==> src/rtl/tlc_pkg.sv <==
// Shared phase encoding, timer width, default durations and lamp decode for the traffic-light scheduler.
package tlc_pkg;

  localparam int unsigned PHASE_W    = 3;
  localparam int unsigned TIMER_W    = 4;
  localparam int unsigned T_GMIN_DEF = 8;
  localparam int unsigned T_LEFT_DEF = 4;
  localparam int unsigned T_YEL_DEF  = 2;
  localparam int unsigned T_AR_DEF   = 2;

  typedef enum logic [PHASE_W-1:0] {
    ALLRED = 3'd0,
    HGRN   = 3'd1,
    HYEL   = 3'd2,
    HLFT   = 3'd3,
    FLFT   = 3'd4,
    FYEL   = 3'd5
  } phase_e;

  typedef enum logic {
    LAST_H = 1'b0,
    LAST_F = 1'b1
  } last_e;

  typedef struct packed {
    logic hgreen;
    logic hleft;
    logic hyellow;
    logic hred;
    logic fleft;
    logic fyellow;
    logic fred;
  } lamps_t;

  // Lamp pattern shown while a phase is active; unused codes fall back to all-red.
  function automatic lamps_t lamp_decode(phase_e p);
    lamps_t l;
    l = '0;
    case (p)
      HGRN:    begin l.hgreen  = 1'b1; l.fred = 1'b1; end
      HLFT:    begin l.hleft   = 1'b1; l.fred = 1'b1; end
      HYEL:    begin l.hyellow = 1'b1; l.fred = 1'b1; end
      FLFT:    begin l.fleft   = 1'b1; l.hred = 1'b1; end
      FYEL:    begin l.fyellow = 1'b1; l.hred = 1'b1; end
      default: begin l.hred    = 1'b1; l.fred = 1'b1; end
    endcase
    return l;
  endfunction

endpackage

==> src/rtl/tlc_sched_if.sv <==
// Sensor/tick inputs and lamp/status outputs of the scheduler.
interface tlc_sched_if;

  logic                         TICK;
  logic                         HS;
  logic                         FS;
  logic                         FORCE;
  logic                         HGREEN;
  logic                         HLEFT;
  logic                         HYELLOW;
  logic                         HRED;
  logic                         FLEFT;
  logic                         FYELLOW;
  logic                         FRED;
  logic [tlc_pkg::PHASE_W-1:0]  PHASE;
  logic [tlc_pkg::TIMER_W-1:0]  REMAIN;
  logic                         HACK;
  logic                         FACK;

  modport master (
    output TICK, HS, FS, FORCE,
    input  HGREEN, HLEFT, HYELLOW, HRED, FLEFT, FYELLOW, FRED,
    input  PHASE, REMAIN, HACK, FACK
  );

  modport slave (
    input  TICK, HS, FS, FORCE,
    output HGREEN, HLEFT, HYELLOW, HRED, FLEFT, FYELLOW, FRED,
    output PHASE, REMAIN, HACK, FACK
  );

endinterface

==> src/rtl/tlc_req_latch.sv <==
// Sticky request flag: set by sensor, clear has priority, async reset.
module tlc_req_latch (
  input  logic clk,
  input  logic rst_n,
  input  logic i_set,
  input  logic i_clr,
  output logic o_req
);

  logic r_req;

  // Hold request until it is served; a same-cycle clear beats a set.
  always_ff @(posedge clk or negedge rst_n) begin
    if (!rst_n)     r_req <= 1'b0;
    else if (i_clr) r_req <= 1'b0;
    else if (i_set) r_req <= 1'b1;
  end

  assign o_req = r_req;

endmodule

==> src/rtl/tlc_sched.sv <==
// Highway/farm-road traffic-light scheduler with left-turn phases, fair arbitration and preemption.
module tlc_sched
  import tlc_pkg::*;
#(
  parameter int unsigned T_GMIN = T_GMIN_DEF,
  parameter int unsigned T_LEFT = T_LEFT_DEF,
  parameter int unsigned T_YEL  = T_YEL_DEF,
  parameter int unsigned T_AR   = T_AR_DEF
) (
  input  logic          MCLK,
  input  logic          RESET_N,
  tlc_sched_if.slave    bus
);

  phase_e               r_state, w_state_nxt;
  phase_e               r_next,  w_next_nxt;
  last_e                r_last,  w_last_nxt;
  logic [TIMER_W-1:0]   r_timer, w_timer_nxt;
  lamps_t               r_lamps;
  logic                 r_hack, r_fack;
  logic                 w_req_h, w_req_f;
  logic                 w_tmr_zero;
  logic                 w_enter_hlft, w_enter_flft;
  logic                 w_grant_h;

  // Timer reload value (duration minus one) for the phase being entered.
  function automatic logic [TIMER_W-1:0] dur_m1(phase_e p);
    case (p)
      HGRN:       return TIMER_W'(T_GMIN - 1);
      HLFT, FLFT: return TIMER_W'(T_LEFT - 1);
      HYEL, FYEL: return TIMER_W'(T_YEL - 1);
      default:    return TIMER_W'(T_AR - 1);
    endcase
  endfunction

  assign w_tmr_zero   = (r_timer == '0);
  assign w_enter_hlft = (w_state_nxt == HLFT) && (r_state != HLFT);
  assign w_enter_flft = (w_state_nxt == FLFT) && (r_state != FLFT);
  assign w_grant_h    = w_req_h && (!w_req_f || (r_last == LAST_F));

  tlc_req_latch u_req_h (
    .clk   (MCLK),
    .rst_n (RESET_N),
    .i_set (bus.HS && (r_state != HLFT)),
    .i_clr (w_enter_hlft),
    .o_req (w_req_h)
  );

  tlc_req_latch u_req_f (
    .clk   (MCLK),
    .rst_n (RESET_N),
    .i_set (bus.FS && (r_state != FLFT)),
    .i_clr (w_enter_flft),
    .o_req (w_req_f)
  );

  // Phase state, pending-next, arbitration memory and phase timer.
  always_ff @(posedge MCLK or negedge RESET_N) begin
    if (!RESET_N) begin
      r_state <= ALLRED;
      r_next  <= HGRN;
      r_last  <= LAST_F;
      r_timer <= TIMER_W'(T_AR - 1);
    end else begin
      r_state <= w_state_nxt;
      r_next  <= w_next_nxt;
      r_last  <= w_last_nxt;
      r_timer <= w_timer_nxt;
    end
  end

  // Next phase/timer: everything advances only on TICK; entering a phase reloads its timer.
  always_comb begin
    w_state_nxt = r_state;
    w_next_nxt  = r_next;
    w_last_nxt  = r_last;
    w_timer_nxt = r_timer;
    if (bus.TICK) begin
      case (r_state)
        ALLRED: if (w_tmr_zero) w_state_nxt = r_next;
        HGRN: begin
          if (w_tmr_zero && !bus.FORCE && (w_req_h || w_req_f)) begin
            w_state_nxt = HYEL;
            if (w_grant_h) begin
              w_next_nxt = HLFT;
              w_last_nxt = LAST_H;
            end else begin
              w_next_nxt = FLFT;
              w_last_nxt = LAST_F;
            end
          end
        end
        HYEL: if (w_tmr_zero) w_state_nxt = ALLRED;
        HLFT: begin
          if (w_tmr_zero || bus.FORCE) begin
            w_state_nxt = HYEL;
            w_next_nxt  = HGRN;
          end
        end
        FLFT: if (w_tmr_zero || bus.FORCE) w_state_nxt = FYEL;
        FYEL: begin
          if (w_tmr_zero) begin
            w_state_nxt = ALLRED;
            w_next_nxt  = HGRN;
          end
        end
        default: w_state_nxt = ALLRED;
      endcase
      if (w_state_nxt != r_state) w_timer_nxt = dur_m1(w_state_nxt);
      else if (!w_tmr_zero)       w_timer_nxt = r_timer - TIMER_W'(1);
    end
  end

  // Lamps and grant pulses registered alongside the phase they belong to.
  always_ff @(posedge MCLK or negedge RESET_N) begin
    if (!RESET_N) begin
      r_lamps <= lamp_decode(ALLRED);
      r_hack  <= 1'b0;
      r_fack  <= 1'b0;
    end else begin
      r_lamps <= lamp_decode(w_state_nxt);
      r_hack  <= w_enter_hlft;
      r_fack  <= w_enter_flft;
    end
  end

  assign bus.HGREEN  = r_lamps.hgreen;
  assign bus.HLEFT   = r_lamps.hleft;
  assign bus.HYELLOW = r_lamps.hyellow;
  assign bus.HRED    = r_lamps.hred;
  assign bus.FLEFT   = r_lamps.fleft;
  assign bus.FYELLOW = r_lamps.fyellow;
  assign bus.FRED    = r_lamps.fred;
  assign bus.PHASE   = r_state;
  assign bus.REMAIN  = r_timer;
  assign bus.HACK    = r_hack;
  assign bus.FACK    = r_fack;

endmodule

==> src/flat_wrapper.sv <==
// flat-port wrapper written by rule: the top's interface ports become plain ports
module tlc_sched_flat import tlc_pkg::*;
#(
  parameter int unsigned T_GMIN = T_GMIN_DEF,
  parameter int unsigned T_LEFT = T_LEFT_DEF,
  parameter int unsigned T_YEL  = T_YEL_DEF,
  parameter int unsigned T_AR   = T_AR_DEF
)
  (MCLK, RESET_N, bus_TICK, bus_HS, bus_FS, bus_FORCE, bus_HGREEN, bus_HLEFT, bus_HYELLOW, bus_HRED, bus_FLEFT, bus_FYELLOW, bus_FRED, bus_PHASE, bus_REMAIN, bus_HACK, bus_FACK);
  tlc_sched_if bus_i ();
  input  logic MCLK;
  input  logic RESET_N;
  input wire logic [$bits(bus_i.TICK)-1:0] bus_TICK;
  input wire logic [$bits(bus_i.HS)-1:0] bus_HS;
  input wire logic [$bits(bus_i.FS)-1:0] bus_FS;
  input wire logic [$bits(bus_i.FORCE)-1:0] bus_FORCE;
  output wire logic [$bits(bus_i.HGREEN)-1:0] bus_HGREEN;
  output wire logic [$bits(bus_i.HLEFT)-1:0] bus_HLEFT;
  output wire logic [$bits(bus_i.HYELLOW)-1:0] bus_HYELLOW;
  output wire logic [$bits(bus_i.HRED)-1:0] bus_HRED;
  output wire logic [$bits(bus_i.FLEFT)-1:0] bus_FLEFT;
  output wire logic [$bits(bus_i.FYELLOW)-1:0] bus_FYELLOW;
  output wire logic [$bits(bus_i.FRED)-1:0] bus_FRED;
  output wire logic [$bits(bus_i.PHASE)-1:0] bus_PHASE;
  output wire logic [$bits(bus_i.REMAIN)-1:0] bus_REMAIN;
  output wire logic [$bits(bus_i.HACK)-1:0] bus_HACK;
  output wire logic [$bits(bus_i.FACK)-1:0] bus_FACK;
  assign bus_i.TICK = bus_TICK;
  assign bus_i.HS = bus_HS;
  assign bus_i.FS = bus_FS;
  assign bus_i.FORCE = bus_FORCE;
  assign bus_HGREEN = bus_i.HGREEN;
  assign bus_HLEFT = bus_i.HLEFT;
  assign bus_HYELLOW = bus_i.HYELLOW;
  assign bus_HRED = bus_i.HRED;
  assign bus_FLEFT = bus_i.FLEFT;
  assign bus_FYELLOW = bus_i.FYELLOW;
  assign bus_FRED = bus_i.FRED;
  assign bus_PHASE = bus_i.PHASE;
  assign bus_REMAIN = bus_i.REMAIN;
  assign bus_HACK = bus_i.HACK;
  assign bus_FACK = bus_i.FACK;
  tlc_sched #(.T_GMIN(T_GMIN), .T_LEFT(T_LEFT), .T_YEL(T_YEL), .T_AR(T_AR)) u_core (.MCLK(MCLK), .RESET_N(RESET_N), .bus(bus_i));
endmodule
==> config.mk <==
export PLATFORM = sky130hd
export DESIGN_NAME = tlc_sched_flat
export DESIGN_NICKNAME = d
export VERILOG_FILES = /design/src/rtl/tlc_pkg.sv /design/src/rtl/tlc_sched_if.sv /design/src/rtl/tlc_req_latch.sv /design/src/rtl/tlc_sched.sv /design/src/flat_wrapper.sv
export SDC_FILE = /design/constraint.sdc
export NUM_CORES = 1
export LEC_CHECK = 0
export BUFFER_PORTS_ARGS = -buffer_cell sky130_fd_sc_hd__buf_2
export CORE_MARGIN = 5
export CORE_UTILIZATION = 53
export CTS_CLUSTER_SIZE = 14
export DETAILED_ROUTE_END_ITERATION = 7
export PLACE_DENSITY = 0.77
export SYNTH_ARGS = -nofsm -noshare
export SYNTH_HDL_FRONTEND = slang
export SYNTH_SLANG_ARGS = --single-unit
==> constraint.sdc <==
create_clock -name MCLK -period 6.79 [get_ports MCLK]
set_input_delay 1.358 -clock MCLK [delete_from_list [all_inputs] [get_ports MCLK]]
set_output_delay 1.358 -clock MCLK [all_outputs]
set_load 0.005 [all_outputs]
==> flow_summary.yaml <==
worst_setup_path:
  start_kind: "input pin"
  critPathMaxFanout: 6
  end_kind: "flop"
  crit_type: "input pin to flop"
  required_ns: 7.00
  critical_path.slowest_cell: "a21oi_1"
  r2r_cells: 9
  cp.arrival_ns: 2.83
  critPathMaxStageDelay_ns: 0.38
  cp_cell_sequence: "buf_2, o21ba_2, o221ai_1, nand4_1, a21oi_1, nor4_1, a211o_1"
placement:
  dp.cells: 167
  dp_slack_ns: 3.85
  dp_hpwl_mm: 1.86
  gp_congestion: 0.836
  placed_area_um2: 1320
  port_buffers: 21
floorplan:
  core_um2: 2170
  ioPinCount: 22
  floorplan.initialDensity: 0.550
  dieArea_um2: 3300
  chipHeight_um: 57.4
  die_w_um: 57.4
  rows: 17
clocking:
  cts_made_buffers: 3
  cts_resized: 0
  numClockSinks: 22
  postCtsSetupBuffers: 0
  clock_path_buffers: 2
  worstSkewPairLatency_ns: 0.32
  cts_tree: "yes"
  postCtsHoldBufs: 0
  ctsHtreeMaxLevel: 1
  clk_pin_slew_ns: 0.12
  root_buffer: "clkbuf_4"
yosys:
  synthesis.area_um2: 1190
  synthesis.nets: 129
  synth_largest_area_cell: "dfrtp_1"
  ys_top_cells_by_area: "dfrtp_1 (36%), dfstp_2 (11%), o21ai_0 (4.2%), inv_1 (2.8%), nor2_1 (2.8%)"
  synth-async-reset-ratio: 1.00
  synth_ff_type: "dfrtp_1"
  syn_inst: 122
  syn_avg_cell_area_um2: 9.77
  ys_types: 43
  synth_top_area_share: 0.357
  synth-edff-count: 0
  ys_seq_elements: 22
  yosys_warnings: 0
  yosysSeqAreaShare: 0.467
layout:
  final_cell_mix: "buf_2 (21), dfrtp_1 (17), o21ai_0 (10)"
  antenna_cells: 0
  fin_nets: 151
  finish.utilization: 0.633
  synthToLayoutAreaGrowth_pct: 15.1
  largest_register_ffs: 4
  stdcell_count: 171
  drive_gt1_frac: 0.287
  fin_area_um2: 1370
  final_common_cell: "buf_2"
hold_path:
  hold_depth: 2
  hp-class: "flop to flop"
sta:
  rsz0062_at_grt: "no"
  worst_slew_pin_slew_ns: 0.557
  finalClockSkew_ns: 0.00165
  finalWorstSetupSlack_ns: 4.17
  setup_viol: 0
  fin_tns_setup_ns: 0
  timing.final.hold_violations: 0
  max_freq_ghz: 0.382
  period_needed_ns: 2.62
  timing.final.crit_share: 0.386
  max-slew-margin-rel: 0.629
  hold_ws_ns: 0.477
  slew_viol_final: 0
grt:
  gr-total-overflow: 0
  grt_max_degree: 23
  grt_usage: 0.171
  grt_pass1_wl_mm: 4.38
  grt_pass1_vias: 975
  antenna_found_initial: 0
power_and_ir_drop:
  power_density_nw_per_um2: 447
  power_mw: 0.613
  ir_drop_mv: 0.328
  leakage_nw: 0.646
detailed_routing:
  drt-wirelength-per-cell_um: 14.9
  ant_nets: 0
  drt_wl_total_mm: 2.55
  drcViolationCount: 0
  drt_pass1_iterations: 5
  vias_per_cell: 5.94
  drtIter0Drc: 31
  via_count: 1015
run:
  cap_violations: 0
status:
  status: "complete, no violations"
## synthesized netlist by cell type (3+ instances only)
cell type   n
a21oi_1     6
and3_1      3
clkbuf_1    4
dfrtp_1    17
dfstp_2     5
inv_1       9
nand2_1     8
nor2_1      9
nor2b_1     3
o21ai_0    10
o221ai_1    3
or3_1       5
## per-layer routing
layer / global-route usage / vias to the layer above / share of wire
met3: 0.0475 / 6 / 0.069
met1: 0.216 / 478 / 0.44
met4: 0.0695 / 0 / 0.017
li1: - / 490 / -
met2: 0.276 / 41 / 0.47
met5: 0 / - / 0
## cell type report
cell class / count / area [µm²]
Clock inverter: 1 / 30.0
Timing Repair Buffer: 22 / 113
Clock buffer: 3 / 22.5
Fill cell: 194 / 797
Tap cell: 28 / 35.0
Sequential cell: 22 / 557
Inverter: 9 / 33.8
Multi-Input combinational cell: 86 / 582
## cell families (layout without fill, tap and decap cells)
group                    Yosys count  count (layout)  share of synthesized area
flip-flops                        22              22                      0.467
buffers and inverters             14              35                     0.0451
multiplexers                       2               2                     0.0178
adder cells (fa/ha/maj)            1               1                     0.0105
AO/OA/AOI/OAI                     38              38                      0.231
AND/OR/NAND/NOR                   45              45                      0.229
## power breakdown
part | total (mW) | switching, mW | internal, mW
clock network | 0.100 | 0.0402 | 0.0598
registers | 0.235 | 0.0500 | 0.185
logic | 0.279 | 0.152 | 0.127
## worst max-delay path, delay by kind of cell
family          cells  cell delay, ns
compound gates      4            1.05
buf+inv             1            0.12
simple gates        2            0.30
## path summary, 6_finish.rpt
path | start | slack (ns) | end
max | bus_FORCE | 4.17 | u_core.bus.REMAIN[2]
min | u_core.r_next[0] | 0.48 | u_core.r_next[0]
max reg2reg | u_core.bus.REMAIN[0] | 4.25 | u_core.bus.REMAIN[2]
min reg2reg | u_core.r_next[0] | 0.48 | u_core.r_next[0]
max in group asynchronous | RESET_N | 5.48 | u_core.bus.HRED
min in group asynchronous | RESET_N | 0.97 | u_core.bus.REMAIN[3]
Power figures use the tool's default switching activity.
